## config.mk

```make
export PLATFORM = sky130hd
export DESIGN_NAME = csr_mtrap
export DESIGN_NICKNAME = d
export VERILOG_FILES = /design/src/rtl/csr_pkg.sv /design/src/rtl/csr_counter.sv /design/src/rtl/csr_mtrap.sv
export SDC_FILE = /design/constraint.sdc
export NUM_CORES = 1
export LEC_CHECK = 0
export ABC_AREA = 0
export CAP_MARGIN = 15
export CORE_UTILIZATION = 35
export DETAILED_ROUTE_END_ITERATION = 8
export GPL_TIMING_DRIVEN = 0
export PLACE_DENSITY = 0.51
export SLEW_MARGIN = 20
export SYNTH_ARGS = -nofsm -noshare
export SYNTH_HDL_FRONTEND = slang
export SYNTH_HIERARCHICAL = 1
export SYNTH_SLANG_ARGS = --single-unit
export TNS_END_PERCENT = 5
```

## constraint.sdc

```tcl
create_clock -name clk_i -period 5 [get_ports clk_i]
set_clock_uncertainty 0.1 [all_clocks]
set_input_delay 0.5 -clock clk_i [delete_from_list [all_inputs] [get_ports clk_i]]
set_output_delay 0.5 -clock clk_i [all_outputs]
set_load 0.01 [all_outputs]
```

## src/rtl/csr_pkg.sv

```systemverilog
// Shared CSR addresses, bit positions, cause codes and WARL masks for the machine-mode CSR file.
// Constants and pure helper functions only, so there is no latency or backpressure to describe.
package csr_pkg;

  localparam logic [11:0] CSR_MSTATUS       = 12'h300;
  localparam logic [11:0] CSR_MISA          = 12'h301;
  localparam logic [11:0] CSR_MIE           = 12'h304;
  localparam logic [11:0] CSR_MTVEC         = 12'h305;
  localparam logic [11:0] CSR_MCOUNTINHIBIT = 12'h320;
  localparam logic [11:0] CSR_MEPC          = 12'h341;
  localparam logic [11:0] CSR_MCAUSE        = 12'h342;
  localparam logic [11:0] CSR_MTVAL         = 12'h343;
  localparam logic [11:0] CSR_MIP           = 12'h344;
  localparam logic [11:0] CSR_MCYCLE        = 12'hB00;
  localparam logic [11:0] CSR_MINSTRET      = 12'hB02;
  localparam logic [11:0] CSR_MCYCLEH       = 12'hB80;
  localparam logic [11:0] CSR_MINSTRETH     = 12'hB82;
  localparam logic [11:0] CSR_CYCLE         = 12'hC00;
  localparam logic [11:0] CSR_CYCLEH        = 12'hC80;
  localparam logic [11:0] CSR_MVENDORID     = 12'hF11;
  localparam logic [11:0] CSR_MARCHID       = 12'hF12;
  localparam logic [11:0] CSR_MIMPID        = 12'hF13;
  localparam logic [11:0] CSR_MHARTID       = 12'hF14;

  localparam int MSTATUS_MIE  = 3;
  localparam int MSTATUS_MPIE = 7;
  localparam int MIP_MSIP     = 3;
  localparam int MIP_MTIP     = 7;
  localparam int MIP_MEIP     = 11;

  localparam logic [3:0] IRQ_SOFT  = 4'd3;
  localparam logic [3:0] IRQ_TIMER = 4'd7;
  localparam logic [3:0] IRQ_EXT   = 4'd11;

  typedef enum logic [1:0] {
    TVEC_DIRECT   = 2'd0,
    TVEC_VECTORED = 2'd1
  } tvec_mode_e;

  localparam logic [31:0] MISA_RV32I      = {2'b01, 4'b0, 26'h0000100};
  localparam logic [31:0] MARCHID_VAL     = 32'd22;
  localparam logic [31:0] MSTATUS_WMASK   = 32'h0000_0088;
  localparam logic [31:0] MSTATUS_MPP_RO  = 32'h0000_1800;
  localparam logic [31:0] MIE_WMASK       = 32'h0000_0888;
  localparam logic [31:0] MCOUNTINH_WMASK = 32'h0000_0005;

  // Reserved modes collapse to direct so the fetch target is always defined.
  function automatic logic [1:0] tvec_legal(input logic [1:0] mode);
    tvec_legal = (mode == TVEC_VECTORED) ? TVEC_VECTORED : TVEC_DIRECT;
  endfunction

  function automatic logic csr_writable(input logic [11:0] addr);
    case (addr)
      CSR_MSTATUS, CSR_MIE, CSR_MTVEC, CSR_MEPC, CSR_MCAUSE, CSR_MTVAL,
      CSR_MCOUNTINHIBIT, CSR_MCYCLE, CSR_MCYCLEH, CSR_MINSTRET,
      CSR_MINSTRETH: csr_writable = 1'b1;
      default:       csr_writable = 1'b0;
    endcase
  endfunction

endpackage

```

## src/rtl/csr_counter.sv

```systemverilog
// Free-running CNT_WIDTH counter with inhibit and independent 32-bit half writes.
// Writes land after one edge and take precedence over that cycle's increment; never stalls.
module csr_counter
  import csr_pkg::*;
#(
  parameter int CNT_WIDTH = 64
) (
  input  logic        clk_i,
  input  logic        rst_ni,
  input  logic        inhibit_i,
  input  logic        incr_i,
  input  logic        wr_lo_i,
  input  logic        wr_hi_i,
  input  logic [31:0] wdata_i,
  output logic [63:0] value_o
);

  localparam int HI_W = CNT_WIDTH - 32;

  logic [CNT_WIDTH-1:0] cnt_q, cnt_d;

  always_comb begin
    cnt_d = cnt_q;
    if (wr_lo_i) cnt_d[31:0] = wdata_i;
    if (wr_hi_i) cnt_d[CNT_WIDTH-1:32] = wdata_i[HI_W-1:0];
    if (!wr_lo_i && !wr_hi_i && incr_i && !inhibit_i)
      cnt_d = cnt_q + {{(CNT_WIDTH-1){1'b0}}, 1'b1};
  end

  always_ff @(posedge clk_i or negedge rst_ni) begin
    if (!rst_ni) cnt_q <= '0;
    else         cnt_q <= cnt_d;
  end

  always_comb begin
    value_o = '0;
    value_o[CNT_WIDTH-1:0] = cnt_q;
  end

endmodule

```

## src/rtl/csr_mtrap.sv

```systemverilog
// Machine-mode CSR file: WARL CSRs, counters, interrupt sync/priority, trap entry and mret.
// Writes take effect after one edge, reads and trap vector are combinational; no backpressure.
module csr_mtrap
  import csr_pkg::*;
#(
  parameter int              XLEN        = 32,
  parameter int              CNT_WIDTH   = 64,
  parameter logic [XLEN-1:0] HART_ID     = '0,
  parameter logic [XLEN-1:0] MTVEC_RESET = '0
) (
  input  logic            clk_i,
  input  logic            rst_ni,
  input  logic [11:0]     raddr_i,
  output logic [XLEN-1:0] rdata_o,
  input  logic            we_i,
  input  logic [11:0]     waddr_i,
  input  logic [XLEN-1:0] wdata_i,
  input  logic            instret_incr_i,
  input  logic            irq_ext_i,
  input  logic            irq_timer_i,
  input  logic            irq_soft_i,
  output logic            irq_req_o,
  output logic [3:0]      irq_cause_o,
  input  logic            irq_ack_i,
  input  logic            trap_i,
  input  logic [3:0]      trap_cause_i,
  input  logic [XLEN-1:0] trap_pc_i,
  input  logic [XLEN-1:0] trap_tval_i,
  input  logic            mret_i,
  output logic [XLEN-1:0] trap_vec_o,
  output logic [XLEN-1:0] mepc_o
);

  localparam logic [31:0] CNT_HI_MASK = 32'hFFFF_FFFF >> (64 - CNT_WIDTH);

  logic [2:0]      sync1_q, sync2_q;  // {ext, timer, soft}
  logic            mstatus_mie_q, mstatus_mie_d;
  logic            mstatus_mpie_q, mstatus_mpie_d;
  logic [XLEN-1:0] mie_q, mie_d;
  logic [XLEN-1:0] mtvec_q, mtvec_d;
  logic [XLEN-1:0] mepc_q, mepc_d;
  logic [XLEN-1:0] mcause_q, mcause_d;
  logic [XLEN-1:0] mtval_q, mtval_d;
  logic [XLEN-1:0] mcountinh_q, mcountinh_d;

  logic [XLEN-1:0] mip, pending, mstatus_rd, tvec_base;
  logic [63:0]     mcycle_val, minstret_val;
  logic            take_trap, take_irq, take_mret, trap_evt;

  function automatic logic [XLEN-1:0] warl_view(input logic [11:0] a, input logic [XLEN-1:0] d);
    warl_view = d;
    case (a)
      CSR_MSTATUS:              warl_view = (d & XLEN'(MSTATUS_WMASK)) | XLEN'(MSTATUS_MPP_RO);
      CSR_MIE:                  warl_view = d & XLEN'(MIE_WMASK);
      CSR_MTVEC:                warl_view = {d[XLEN-1:2], tvec_legal(d[1:0])};
      CSR_MEPC:                 warl_view = {d[XLEN-1:2], 2'b00};
      CSR_MCOUNTINHIBIT:        warl_view = d & XLEN'(MCOUNTINH_WMASK);
      CSR_MCYCLEH, CSR_MINSTRETH: warl_view = d & XLEN'(CNT_HI_MASK);
      default: ;
    endcase
  endfunction

  always_comb begin
    mip = '0;
    mip[MIP_MEIP] = sync2_q[2];
    mip[MIP_MTIP] = sync2_q[1];
    mip[MIP_MSIP] = sync2_q[0];
  end

  assign pending   = mip & mie_q;
  assign irq_req_o = mstatus_mie_q & (|pending);

  always_comb begin
    irq_cause_o = 4'd0;
    if (pending[MIP_MEIP])      irq_cause_o = IRQ_EXT;
    else if (pending[MIP_MSIP]) irq_cause_o = IRQ_SOFT;
    else if (pending[MIP_MTIP]) irq_cause_o = IRQ_TIMER;
  end

  // Exception beats interrupt beats mret; an ack without a live request is ignored.
  assign take_trap = trap_i;
  assign take_irq  = ~trap_i & irq_ack_i & irq_req_o;
  assign take_mret = ~trap_i & ~take_irq & mret_i;
  assign trap_evt  = take_trap | take_irq | take_mret;

  always_comb begin
    mstatus_mie_d  = mstatus_mie_q;
    mstatus_mpie_d = mstatus_mpie_q;
    mie_d          = mie_q;
    mtvec_d        = mtvec_q;
    mepc_d         = mepc_q;
    mcause_d       = mcause_q;
    mtval_d        = mtval_q;
    mcountinh_d    = mcountinh_q;

    if (we_i) begin
      case (waddr_i)
        CSR_MIE:           mie_d       = warl_view(waddr_i, wdata_i);
        CSR_MTVEC:         mtvec_d     = warl_view(waddr_i, wdata_i);
        CSR_MCOUNTINHIBIT: mcountinh_d = warl_view(waddr_i, wdata_i);
        default: ;
      endcase
    end

    // Trap state belongs to the event when both arrive together.
    if (we_i && !trap_evt) begin
      case (waddr_i)
        CSR_MSTATUS: begin
          mstatus_mie_d  = wdata_i[MSTATUS_MIE];
          mstatus_mpie_d = wdata_i[MSTATUS_MPIE];
        end
        CSR_MEPC:   mepc_d   = warl_view(waddr_i, wdata_i);
        CSR_MCAUSE: mcause_d = wdata_i;
        CSR_MTVAL:  mtval_d  = wdata_i;
        default: ;
      endcase
    end

    if (take_trap || take_irq) begin
      mepc_d             = {trap_pc_i[XLEN-1:2], 2'b00};
      mcause_d           = '0;
      mcause_d[XLEN-1]   = take_irq;
      mcause_d[3:0]      = take_irq ? irq_cause_o : trap_cause_i;
      mtval_d            = take_irq ? '0 : trap_tval_i;
      mstatus_mpie_d     = mstatus_mie_q;
      mstatus_mie_d      = 1'b0;
    end else if (take_mret) begin
      mstatus_mie_d  = mstatus_mpie_q;
      mstatus_mpie_d = 1'b1;
    end
  end

  always_ff @(posedge clk_i or negedge rst_ni) begin
    if (!rst_ni) begin
      sync1_q        <= '0;
      sync2_q        <= '0;
      mstatus_mie_q  <= 1'b0;
      mstatus_mpie_q <= 1'b0;
      mie_q          <= '0;
      mtvec_q        <= MTVEC_RESET;
      mepc_q         <= '0;
      mcause_q       <= '0;
      mtval_q        <= '0;
      mcountinh_q    <= '0;
    end else begin
      sync1_q        <= {irq_ext_i, irq_timer_i, irq_soft_i};
      sync2_q        <= sync1_q;
      mstatus_mie_q  <= mstatus_mie_d;
      mstatus_mpie_q <= mstatus_mpie_d;
      mie_q          <= mie_d;
      mtvec_q        <= mtvec_d;
      mepc_q         <= mepc_d;
      mcause_q       <= mcause_d;
      mtval_q        <= mtval_d;
      mcountinh_q    <= mcountinh_d;
    end
  end

  csr_counter #(.CNT_WIDTH(CNT_WIDTH)) u_mcycle (
    .clk_i     (clk_i),
    .rst_ni    (rst_ni),
    .inhibit_i (mcountinh_q[0]),
    .incr_i    (1'b1),
    .wr_lo_i   (we_i && (waddr_i == CSR_MCYCLE)),
    .wr_hi_i   (we_i && (waddr_i == CSR_MCYCLEH)),
    .wdata_i   (wdata_i[31:0]),
    .value_o   (mcycle_val)
  );

  csr_counter #(.CNT_WIDTH(CNT_WIDTH)) u_minstret (
    .clk_i     (clk_i),
    .rst_ni    (rst_ni),
    .inhibit_i (mcountinh_q[2]),
    .incr_i    (instret_incr_i),
    .wr_lo_i   (we_i && (waddr_i == CSR_MINSTRET)),
    .wr_hi_i   (we_i && (waddr_i == CSR_MINSTRETH)),
    .wdata_i   (wdata_i[31:0]),
    .value_o   (minstret_val)
  );

  always_comb begin
    mstatus_rd = XLEN'(MSTATUS_MPP_RO);
    mstatus_rd[MSTATUS_MIE]  = mstatus_mie_q;
    mstatus_rd[MSTATUS_MPIE] = mstatus_mpie_q;
  end

  always_comb begin
    rdata_o = '0;
    case (raddr_i)
      CSR_MARCHID:               rdata_o = XLEN'(MARCHID_VAL);
      CSR_MHARTID:               rdata_o = HART_ID;
      CSR_MISA:                  rdata_o = XLEN'(MISA_RV32I);
      CSR_MSTATUS:               rdata_o = mstatus_rd;
      CSR_MIE:                   rdata_o = mie_q;
      CSR_MTVEC:                 rdata_o = mtvec_q;
      CSR_MEPC:                  rdata_o = mepc_q;
      CSR_MCAUSE:                rdata_o = mcause_q;
      CSR_MTVAL:                 rdata_o = mtval_q;
      CSR_MIP:                   rdata_o = mip;
      CSR_MCOUNTINHIBIT:         rdata_o = mcountinh_q;
      CSR_MCYCLE, CSR_CYCLE:     rdata_o = mcycle_val[31:0];
      CSR_MCYCLEH, CSR_CYCLEH:   rdata_o = mcycle_val[63:32];
      CSR_MINSTRET:              rdata_o = minstret_val[31:0];
      CSR_MINSTRETH:             rdata_o = minstret_val[63:32];
      default: ;
    endcase
    if (we_i && (raddr_i == waddr_i) && csr_writable(waddr_i))
      rdata_o = warl_view(waddr_i, wdata_i);
  end

  assign tvec_base = {mtvec_q[XLEN-1:2], 2'b00};

  always_comb begin
    trap_vec_o = tvec_base;
    if (!trap_i && irq_req_o && (mtvec_q[1:0] == TVEC_VECTORED))
      trap_vec_o = tvec_base + XLEN'({irq_cause_o, 2'b00});
  end

  assign mepc_o = mepc_q;

endmodule

```

Word-level counts from Yosys, hierarchy flattened
Index checks and enable logic that the tools add are counted.
{"block": "classes", "n_bitwise": 10, "eq_ne": 30, "add_sub_neg": 3, "reduce_logical": 44, "n_mux": 34}
{"operator": "two-way mux 32 bit", "n": 16}
{"operator": "case mux 32 bit (14 select lines)", "n": 1}
{"operator": "equality test 12 x 10 -> 1 bit (second input constant)", "n": 16}
{"operator": "case mux 32 bit (5 select lines)", "n": 1}
{"operator": "equality test 12 bit (second input constant)", "n": 11}
{"operator": "adder 64 x 1 -> 64 bit (second input constant)", "n": 2}
{"operator": "two-way mux 64 bit", "n": 2}
{"operator": "adder 32 x 6 -> 32 bit", "n": 1}
{"operator": "OR reduction 32 bit", "n": 1}
{"operator": "nonzero test 2 bit", "n": 8}
{"operator": "logical AND 1 bit", "n": 14}
{"operator": "AND reduction 2 bit", "n": 7}
{"operator": "AND 12 bit", "n": 1}
{"operator": "equality test 12 bit", "n": 1}
{"operator": "two-way mux 4 bit", "n": 3}
{"operator": "OR reduction 11 bit", "n": 1}
{"operator": "two-way mux 1 bit", "n": 10}
{"operator": "zero test 1 bit", "n": 8}
{"operator": "nonzero test 3 bit", "n": 2}
{"operator": "AND 1 bit", "n": 5}
{"operator": "equality test 2 x 1 -> 1 bit (second input constant)", "n": 2}
{"operator": "OR reduction 2 bit", "n": 2}
{"operator": "two-way mux 3 bit", "n": 1}
{"operator": "NOT 1 bit", "n": 2}
{"operator": "other kinds (2)", "n": 3}
{"block": "word_totals", "regBits": 269, "output_inout_bits": 101, "wordCells": 135, "inputBits": 134}

Longest topological paths before layout
Gate-level depths: netlist of the first run.
{"block": "logic_depth", "depth_word": 13, "ltp_mapped": 12, "depth_no_buf": 11}

By module
Netlist of the first run, hierarchy kept.
{"module": "csr_mtrap", "area_each_um2": 9610.5, "cells_each": 1102, "instances": 1, "seq_area_each_um2": 3453.3}
{"module": "csr_counter", "area_each_um2": 4117.7, "cells_each": 502, "instances": 2, "seq_area_each_um2": 1601.5}

Worst setup path after synthesis of the first run
No wires, ideal clock.
{"block": "synth_path", "path_kind": "reg2out", "startpoint": "register mie_q[3]", "endpoint": "output port trap_vec_o[19]", "path_stages_with_launch": 10, "arrival_time_ns": 2.901, "path_slack_ns": 1.499, "path_cell_list": "dfrtp_1 -> a222oi_1 -> inv_1 -> ha_1 -> a21o_1 -> a21o_1 -> maj3_1 -> nand3_1 -> nor3_1 -> xnor2_1"}
{"block": "synth_via", "elab_cells_between_ends": 9, "classes_between": "add/sub: 1; mux: 3; bitwise: 2; reduce/logical: 3"}
{"item": "start, declared", "line": "csr_mtrap.sv:39", "text": "logic [XLEN-1:0] mie_q, mie_d;"}
{"item": "start signal, assigned", "line": "csr_mtrap.sv:150", "text": "mie_q <= mie_d;"}
{"item": "AND 12 bit", "line": "csr_mtrap.sv:70", "text": "assign pending = mip & mie_q;"}
{"item": "two-way mux 4 bit", "line": "csr_mtrap.sv:76", "text": "else if (pending[MIP_MSIP]) irq_cause_o = IRQ_SOFT;"}
{"item": "two-way mux 4 bit", "line": "csr_mtrap.sv:75", "text": "if (pending[MIP_MEIP]) irq_cause_o = IRQ_EXT;"}
{"item": "named net irq_cause_o[0]", "line": "csr_mtrap.sv:23", "text": "output logic [3:0] irq_cause_o,"}
{"item": "adder 32 x 6 -> 32 bit", "line": "csr_mtrap.sv:216", "text": "trap_vec_o = tvec_base + XLEN'({irq_cause_o, 2'b00});"}
{"item": "two-way mux 32 bit", "line": "csr_mtrap.sv:215", "text": "if (!trap_i && irq_req_o && (mtvec_q[1:0] == TVEC_VECTORED))"}
{"item": "end, declared", "line": "csr_mtrap.sv:30", "text": "output logic [XLEN-1:0] trap_vec_o,"}
The timed path passes the listed nets, and every way through them passes these cells.

Worst setup path after layout of the first run
{"block": "layout_path", "startpoint": "input port raddr_i[7]", "endpoint": "output port rdata_o[12]"}
{"block": "layout_via", "elab_chain_cells": 4, "elab_cells_between_ends": 23, "classes_between": "eq/ne: 17; mux: 2; reduce/logical: 4"}
{"item": "start, declared", "line": "csr_mtrap.sv:13", "text": "input logic [11:0] raddr_i,"}
{"item": "equality test 12 bit, on equally long branches", "line": "csr_mtrap.sv:189, csr_mtrap.sv:207"}
{"item": "OR reduction 2 bit or logical AND 1 bit (tied branches)", "line": "csr_mtrap.sv:189, csr_mtrap.sv:207"}
{"item": "case mux 32 bit (14 select lines) or logical AND 1 bit (tied branches)", "line": "csr_mtrap.sv:189, csr_mtrap.sv:207"}
{"item": "two-way mux 32 bit *", "line": "csr_mtrap.sv:207", "text": "if (we_i && (raddr_i == waddr_i) && csr_writable(waddr_i))"}
{"item": "end, declared", "line": "csr_mtrap.sv:14", "text": "output logic [XLEN-1:0] rdata_o,"}
Mark *: on every way between the ends. The rest lies on a longest branch, timed or not.

==> results list, run 1 <==
- Reg power frac: 41.7%
* Number of antenna violations at the first check in global routing: 1
- Maximum number of pins on one net before global-route repair: 81
- Setup repair after global routing missed its margin: no
* Top fanout value on the critical path: 10
* Clock root buffer master: sky130_fd_sc_hd__clkbuf_16
* Ratio of final minimum period to clock period: 101%
* Iter 0 DRT Violations: 2,504
* Power share of the combinational group: 13.9%
* Effective utilization at floorplan: 35.5%
- Post-synth top area share: 37.3%
- Fraction of synthesis flops using an asynchronous set or reset pin: 100%
* Buffers & Inverters on Critical Path: 4
- Sorting the synthesized cells by area gives the leading types as sky130_fd_sc_hd__dfrtp_1 (37%), sky130_fd_sc_hd__nand2_1 (5.7%), sky130_fd_sc_hd__o21ai_0 (3.8%).
* Top layer reached by signal wires: met4
- Sink count of the clock tree: 266
- Total die area: 51,900 um2
- Maximum level of the CTS H-tree: 2
- Final WS setup: -0.0345 ns
- Number of slew-limit violations in the final report: 0
* Fin Setup TNS: -0.0345 ns
- Subtracting the final worst setup slack from the clock period gives 5.03 ns.
- Metal-1 WL: 40.3 mm
- Yosys warning total: 6
* Die Span Y: 228 um
- STA classifies the critical path endpoint as an output pin.
- Cell internal power was estimated by the tool at 4140 uW.
* Total global routing track utilization: 35.3%
* Final Net Count: 2,514
- The tool flagged a number of max-cap violations equal to 0.
* Data required time at the worst endpoint: 4.40 ns
- In this run the remaining antenna-violating nets after routing total 0.
- The worst hold path passes through 0 cells.
* Cell variety after synth: 79
* Maximum resistive drop on vdd: 0.000186 V
* Classification of the worst-slack hold path: flop to flop
- Met2 WL: 41.0 mm
* Filler-free cell count of the finished design: 3,072
- In this run the tightest slew margin relative to its limit is 15.6%.
- The initialized floorplan defines 82 standard-cell rows.
* Violations in the final reports: setup timing
- The analysis attributes to cell leakage a power of 0.00810 uW.
* Data arrival time of the worst path: 4.43 ns
- Clock tree from TritonCTS: built
- Cell chain of the critical path: clkdlybuf4s50_1 -> clkbuf_1 -> clkbuf_1 -> mux2i_1 -> o22ai_1 -> a21oi_1 -> mux2i_1 -> clkdlybuf4s50_1
- The core region is 50,300 um2.
- Number of endpoints with negative hold slack in the final report: 0
- The first TritonRoute pass finished after 6 iterations.
- The clock network is responsible for 44.4% of the overall power.
* Post-synth EDFFs: 0
- Sw power: 1830 uW
* Reg2Reg Depth: 7
- Combined area of all synthesized cells: 17,800 um2
* Setup WS pre-CTS: -0.0693 ns
- The critical path is of the primary input to output pin type.
* Post-layout util: 44.3%
- Biggest area consumer among synthesized cells: sky130_fd_sc_hd__dfrtp_1
- Filler Cells Inserted: 5,130
* Stage delay of the slowest cell on the critical path: 0.87 ns
- Routed met3 length: 8.32 mm
* Power density cells: 268 nW/um2
* Critical-path top delay cell: sky130_fd_sc_hd__clkbuf_1
- The finished cells cover 22,300 um2.
* Most frequently used flop master after synthesis: sky130_fd_sc_hd__dfrtp_1
- Clock slew at reported path FFs: 0.05 ns
* IO Pins: 235
- The number of placed instances, taps included, is 3,006.
- The first global-routing pass estimated 135 mm of wire.
* FF+latch count, synth: 266
* Number of buffers on the longest clock path: 3
* Final HPWL from detailed placement: 70.4 mm
- Sequential share of the synthesized area: 37.3%
- Peak clock frequency supported by timing: 199 MHz
- During placement, the flow inserted port buffers numbering 219.
- Cell type group with the largest total delay on the critical path: buffers and inverters
- The run finished, with violations left.
- Cell count after synthesis: 2,106
- Final weighted congestion in routability-driven placement: 0.978
- The worst setup path is launched from a primary input.
- Worst-Margin Slew: 1.26 ns
- Summing all placed instances gives a cell area of 21,000 um2.
- Die Width: 228 um
* Switch share: 30.6%
- Total grt overflow: 0
- The final layout contains routed wiring with a total length of 93.5 mm.
* Total CTS buffers: 36
- In the final routed layout, each cell accounts on average for 30.4 um.
* Instance count on the critical path: 8
- For this run, design rule violations remaining after detail routing come to 0.
- Number of setup violations in the final report: 1
* Vias per std cell: 6.39
- The clock reaches the later pin of the worst-skew pair after 0.58 ns.
* Total vias in the final route: 19,600
- Cells with a size suffix above 1 make up 7.79% of the layout.
- Area growth from synthesis to layout: 24.7%
- Via count of the first global-routing pass: 18,700
- A synthesized cell averages 8.47 um2.
[sequential cells by signal, summed over array words and instances (netlist names), 2 cells and up]
name                cells
sync1_q                 3
mepc_o                 30
mie_q                   3
mcause_q               32
mtvec_q                31
u_minstret/value_o     64
mtval_q                32
sync2_q                 3
u_mcycle/value_o       64
mcountinh_q             2
[worst register-to-register path, cell delays in order, from the launching register on]
cell and delay (ns):
sky130_fd_sc_hd__dfrtp_1 0.36, sky130_fd_sc_hd__clkbuf_1 0.35, sky130_fd_sc_hd__nand4_1 0.21, sky130_fd_sc_hd__nor3_1 0.58, sky130_fd_sc_hd__clkbuf_1 0.53, sky130_fd_sc_hd__nand3_1 0.39
sky130_fd_sc_hd__or4_1 0.60, sky130_fd_sc_hd__a31oi_1 0.20
[synth_stat cells (30+ instances only)]
cell and number:
sky130_fd_sc_hd__nand2_1 269, sky130_fd_sc_hd__dfrtp_1 266, sky130_fd_sc_hd__nor2_1 149, sky130_fd_sc_hd__o21ai_0 135, sky130_fd_sc_hd__clkbuf_1 121, sky130_fd_sc_hd__nand3_1 94
sky130_fd_sc_hd__nand4_1 86, sky130_fd_sc_hd__a21oi_1 80, sky130_fd_sc_hd__a22oi_1 68, sky130_fd_sc_hd__nor3_1 66, sky130_fd_sc_hd__mux2i_1 63, sky130_fd_sc_hd__mux2_2 54
sky130_fd_sc_hd__xnor2_1 52, sky130_fd_sc_hd__nor4_1 40, sky130_fd_sc_hd__inv_1 38, sky130_fd_sc_hd__xor2_1 37, sky130_fd_sc_hd__a31oi_1 36, sky130_fd_sc_hd__and3_1 35
sky130_fd_sc_hd__a2bb2oi_1 32, sky130_fd_sc_hd__o22ai_1 30
[stage by stage]
| stage | power (uW) | hold WS [ns] |
|---|---|---|
| final | 5970 | 0.256 |
| after global routing | 6150 | 0.273 |
| after CTS | 5990 | 0.259 |
| after detailed placement | 3340 | 0.242 |
| after global placement | 3330 | 0.239 |
| after floorplan | 2820 | 0.104 |
[metal layers]
layer,vias to the layer above,GRT usage [%]
li1,8454,-
met1,9809,50.2
met2,1146,53.5
met3,211,5.61
met4,0,13.3
met5,-,0
[power groups by stage]
stage | Clock (uW) | Combinational, uW | Sequential (uW)
CTS | 2680 | 821 | 2490
global route | 2770 | 882 | 2500
global placement | 0 | 802 | 2520
detailed placement | 0 | 818 | 2520
finish | 2650 | 832 | 2490
floorplan | 0 | 371 | 2450
[cells in the final DEF, fill, tap and decap left out, types with 7 or more instances in the layout]
master / instances
sky130_fd_sc_hd__a211o_1: 7
sky130_fd_sc_hd__a211oi_1: 25
sky130_fd_sc_hd__a21oi_1: 80
sky130_fd_sc_hd__a221oi_1: 18
sky130_fd_sc_hd__a22oi_1: 68
sky130_fd_sc_hd__a2bb2oi_1: 32
sky130_fd_sc_hd__a31oi_1: 36
sky130_fd_sc_hd__and2_1: 17
sky130_fd_sc_hd__and3_1: 35
sky130_fd_sc_hd__and4_1: 18
sky130_fd_sc_hd__buf_2: 9
sky130_fd_sc_hd__clkbuf_1: 126
sky130_fd_sc_hd__clkbuf_16: 36
sky130_fd_sc_hd__clkdlybuf4s50_1: 218
sky130_fd_sc_hd__conb_1: 8
sky130_fd_sc_hd__dfrtp_1: 266
sky130_fd_sc_hd__inv_1: 38
sky130_fd_sc_hd__mux2_2: 54
sky130_fd_sc_hd__mux2i_1: 63
sky130_fd_sc_hd__nand2_1: 269
sky130_fd_sc_hd__nand2b_1: 8
sky130_fd_sc_hd__nand3_1: 93
sky130_fd_sc_hd__nand4_1: 86
sky130_fd_sc_hd__nor2_1: 149
sky130_fd_sc_hd__nor2b_1: 23
sky130_fd_sc_hd__nor3_1: 62
sky130_fd_sc_hd__nor3b_1: 7
sky130_fd_sc_hd__nor4_1: 36
sky130_fd_sc_hd__o211ai_1: 10
sky130_fd_sc_hd__o21ai_0: 134
sky130_fd_sc_hd__o22ai_1: 30
sky130_fd_sc_hd__o2bb2ai_1: 16
sky130_fd_sc_hd__o2bb2ai_2: 10
sky130_fd_sc_hd__o31a_1: 8
sky130_fd_sc_hd__o31ai_1: 13
sky130_fd_sc_hd__or3_1: 27
sky130_fd_sc_hd__or4_1: 26
sky130_fd_sc_hd__xnor2_1: 52
sky130_fd_sc_hd__xor2_1: 37
[layout make-up]
| class | instances | area, um2 | share of cell area, % |
|---|---|---|---|
| Antenna cell | 1 | 2.50 | 0.0112 |
| Buffer | 142 | 592 | 2.66 |
| Clock buffer | 49 | 1010 | 4.54 |
| Clock inverter | 14 | 165 | 0.742 |
| Inverter | 38 | 143 | 0.641 |
| Multi-Input combinational cell | 1666 | 10500 | 47.4 |
| Sequential cell | 266 | 6660 | 29.9 |
| Tap cell | 672 | 841 | 3.78 |
| Timing Repair Buffer | 224 | 2300 | 10.3 |
[final timing paths]
kind / startpoint / slack [ns] / end
min in group asynchronous: rst_ni / 0.31 / mepc_o[15]
hold / removal: sync1_q[0] / 0.26 / sync2_q[0]
hold reg to reg: sync1_q[0] / 0.26 / sync2_q[0]
setup reg to reg: u_minstret/value_o[12] / 1.61 / u_minstret/value_o[51]
setup / recovery: raddr_i[7] / -0.03 / rdata_o[12]
max in group asynchronous: rst_ni / 2.89 / u_minstret/value_o[29]
[cell families (layout without fill, tap and decap cells)]
logic type,after synthesis,in the layout,synth area share [%]
AO/OA/AOI/OAI,536,536,20.6
XOR/XNOR,89,89,4.37
adder cells (fa/ha/maj),7,7,0.519
buffers and inverters,180,467,4.09
flip-flops,266,266,37.3
multiplexers,117,117,6.94
other,2,9,0.0421
AND/OR/NAND/NOR,909,909,26.2
[timing repair]
| item | 4_1_cts | 5_1_grt |
|---|---|---|
| setup buffers | 1 | 0 |
| pin swaps | 1 | 0 |
| endpoints found under the hold margin | 47 | 0 |
| gates resized for setup | 5 | 8 |
| hold buffers | 1 | 0 |
| setup endpoints to repair | 24 | 22 |
(Power assumes the default switching activity.)
==> run 2, diff against run 1 <==
--- a/config.mk
+++ b/config.mk
@@ -7,10 +7,11 @@
 export LEC_CHECK = 0
 export ABC_AREA = 0
 export CAP_MARGIN = 15
-export CORE_UTILIZATION = 35
+export CORE_MARGIN = 2
+export CORE_UTILIZATION = 42
 export DETAILED_ROUTE_END_ITERATION = 8
 export GPL_TIMING_DRIVEN = 0
-export PLACE_DENSITY = 0.51
+export PLACE_DENSITY = 0.6
 export SLEW_MARGIN = 20
 export SYNTH_ARGS = -nofsm -noshare
 export SYNTH_HDL_FRONTEND = slang
==> results list, run 2 (same netlist as run 1, synthesis figures left out) <==
- The final hold violation count is 0 (unchanged).
- Metal-1 WL: 37.2 mm (was 40.3 mm)
- Max capacitance violation total: 0 (unchanged)
- The fraction of the cycle the final worst path needs came to 102% (was 101%).
* Port Buffers: 219 (unchanged)
* Post-route ant nets: 0 (unchanged)
- Reg2Reg Depth: 6 (was 7)
- The initial core utilization was 42.5% (was 35.5%).
- Worst hold stages: 0 (unchanged)
- The clock power share is 42.6% (was 44.4%).
* Worst-skew pair later-pin latency: 0.58 ns (about the same)
* Area growth from synthesis to layout: 23.1% (was 24.7%)
- Total CTS buffers: 35 (was 36)
* Total wirelength of the detailed-routed design: 89.1 mm (was 93.5 mm)
* Filler Cells Inserted: 4,089 (was 5,130)
* First-pass GRT wire length: 129 mm (was 135 mm)
- The critical path arrival was 4.48 ns (was 4.43 ns).
* Element type at the critical path end: output pin (unchanged)
- Run status: complete, but fails checks (unchanged)
- Layout cell share with drive strength beyond 1: 7.43% (was 7.79%)
- The total setup violations reported at the end of the flow came to 1 (unchanged).
- The number of nets in the finished design is 2,513 (was 2,514).
- The cell leakage power is 0.00804 uW (was 0.00810 uW).
- The via count came to 19,600 (about the same).
- Placement row count: 75 (was 82)
- Clock tree from TritonCTS: built (unchanged)
- CP most frequent cell: sky130_fd_sc_hd__clkbuf_1
- The slowest stage cell on the critical path was sky130_fd_sc_hd__clkdlybuf4s50_1 (was sky130_fd_sc_hd__clkbuf_1).
* Number of antenna violations at the first check in global routing: 0 (was 1)
- The internal power came to 3980 uW (was 4140 uW).
- Top library cells by usage in the layout, fill and taps aside: sky130_fd_sc_hd__nand2_1 (269), sky130_fd_sc_hd__dfrtp_1 (266), sky130_fd_sc_hd__clkdlybuf4s50_1 (218) (unchanged).
- The multi-input gate area in the final layout was 10,500 um2 (about the same).
- The end-of-flow core utilization was 52.4% (was 44.3%).
- The final count of pins violating max slew came to 0 (unchanged).
- The part of the power in combinational logic is 14.4% (was 13.9%).
- Total inserted antenna cells: 0 (was 1)
- The via count of the first global-routing pass is 18,300 (was 18,700).
- The actual transition at the worst max-transition pin came to 1.19 ns (was 1.26 ns).
- Final WS setup: -0.0832 ns (was -0.0345 ns)
* Cell chain of the critical path: clkdlybuf4s50_1 -> clkbuf_1 -> nor3_1 -> and2_1 -> clkbuf_1 -> clkbuf_1 -> a22oi_1 -> o22ai_1 -> a221oi_1 -> o2bb2ai_1 -> clkdlybuf4s50_1 (was clkdlybuf4s50_1 -> clkbuf_1 -> clkbuf_1 -> mux2i_1 -> o22ai_1 -> a21oi_1 -> mux2i_1 -> clkdlybuf4s50_1)
- Filler-free cell count of the finished design: 2,936 (was 3,072)
* Violations in the final reports: setup timing (unchanged)
* Setup repair after global routing missed its margin: yes (was no)
- Final HPWL from detailed placement: 66.7 mm (was 70.4 mm)
- The post-placement cell count came to 2,873 (was 3,006).
* Clock slew at reported path FFs: 0.05 ns (about the same)
* IO Pins: 235 (unchanged)
- The critical path data required time is 4.40 ns (about the same).
* Worst slew margin: 20.6% (was 15.6%)
* Stage delay of the slowest cell on the critical path: 0.61 ns (was 0.87 ns)
- Classification of the worst-slack hold path: flop to flop (unchanged)
* Routed WL per cell: 30.3 um (was 30.4 um)
* Routed met3 length: 9.46 mm (was 8.32 mm)
* Vias per std cell: 6.67 (was 6.39)
- Sequential standard cell area: 6660 um2 (unchanged)
* Top fanout value on the critical path: 10 (unchanged)
- The share of power burned in registers came to 43.0% (was 41.7%).
- The number of detailed-route iterations in the first pass came to 6 (unchanged).
* Peak clock frequency supported by timing: 197 MHz (was 199 MHz)
* Clock root buffer master: sky130_fd_sc_hd__clkbuf_16 (unchanged)
- The switching power total is 1790 uW (was 1830 uW).
* Total global routing track utilization: 40.0% (was 35.3%)
* Total grt overflow: 0 (unchanged)
* Switch share: 31.0% (was 30.6%)
- Total die area: 44,200 um2 (was 51,900 um2)
- Met2 WL: 38.6 mm (was 41.0 mm)
- Maximum resistive drop on vdd: 0.000231 V (was 0.000186 V)
* Maximum level of the CTS H-tree: 2 (unchanged)
* Time the final worst path needs with I/O delays and setup: 5.08 ns (was 5.03 ns)
- Worst Setup Start Kind: primary input (unchanged)
* Post-route DRC violation count: 0 (unchanged)
- Die Width: 210 um (was 228 um)
- The weighted congestion at the end of routability-driven global placement was 0.994 (was 0.978).
- The commonest non-fill, non-tap cell in the layout is sky130_fd_sc_hd__nand2_1 (unchanged).
- The core area came to 41,900 um2 (was 50,300 um2).
- The TritonCTS sink count is 266 (unchanged).
- The power density over the cells was 263 nW/um2 (was 268 nW/um2).
- Iter 0 DRT Violations: 2,655 (was 2,504)
- Setup WS pre-CTS: 0.0421 ns (was -0.0693 ns)
* Die Span Y: 210 um (was 228 um)
- Crit path kind: primary input to output pin (unchanged)
- Number of buffers on the longest clock path: 3 (unchanged)
* Maximum number of pins on one net before global-route repair: 76 (was 81)
- Top layer reached by signal wires: met4 (unchanged)
## run 2: layer usage
| metal | up-vias | track usage [%] |
|---|---|---|
| met2 | 1274 | 60.0 |
| met3 | 201 | 9.16 |
| met1 | 9664 | 56.1 |
| li1 | 8453 | - |
| met5 | - | 0 |
| met4 | 0 | 14.9 |
## run 2: worst paths after layout
check	start	endpoint	slack (ns)
min reg2reg	sync1_q[2]	sync2_q[2]	0.25
max	raddr_i[6]	rdata_o[26]	-0.08
max reg2reg	mcountinh_q[2]	u_minstret/value_o[61]	1.66
max in group asynchronous	rst_ni	u_minstret/value_o[34]	3.19
min in group asynchronous	rst_ni	mepc_o[17]	0.36
min	sync1_q[2]	sync2_q[2]	0.25
## run 2: power groups by stage
stage | Combinational [uW] | Sequential (uW) | Clock, uW
final | 829 | 2480 | 2460
after global routing | 874 | 2490 | 2550
after CTS | 808 | 2470 | 2480
after detailed placement | 802 | 2510 | 0
after global placement | 786 | 2510 | 0
after floorplan | 371 | 2450 | 0
## run 2: worst max-delay path, delay by kind of cell
kind	cells	cell delay, ns
AO/OA/AOI/OAI	4	1.18
buffers and inverters	5	1.99
AND/OR/NAND/NOR	2	0.80
## run 2: final cells by class
type / count / share of cell area, %
well taps: 539 / 3.07
plain buffers: 142 / 2.69
inverters: 38 / 0.649
repair buffers: 224 / 10.5
clock buffers: 50 / 4.42
flip-flops and latches: 266 / 30.3
clock inverters: 11 / 0.456
multi-input cells: 1666 / 48.0
## run 2: per-stage QoR
stage	area (um2)	setup TNS, ns	total power, uW	hold WS [ns]
after floorplan	17900	0	2820	0.104
after global placement	20700	-2365.90	3300	0.238
after detailed placement	20800	0	3310	0.236
after CTS	21900	0	5760	0.251
after global routing	22000	-0.252	5910	0.255
final	22000	-0.0832	5770	0.250
## run 2: timing repair
item | 4_1_cts | 5_1_grt
endpoints found under the setup margin | 22 | 29
hold buffers | 1 | 0
pin swaps | 1 | 0
cloned | 0 | 0
gates resized for setup | 2 | 9
hold endpoints to repair | 63 | 0
setup buffers | 1 | 0
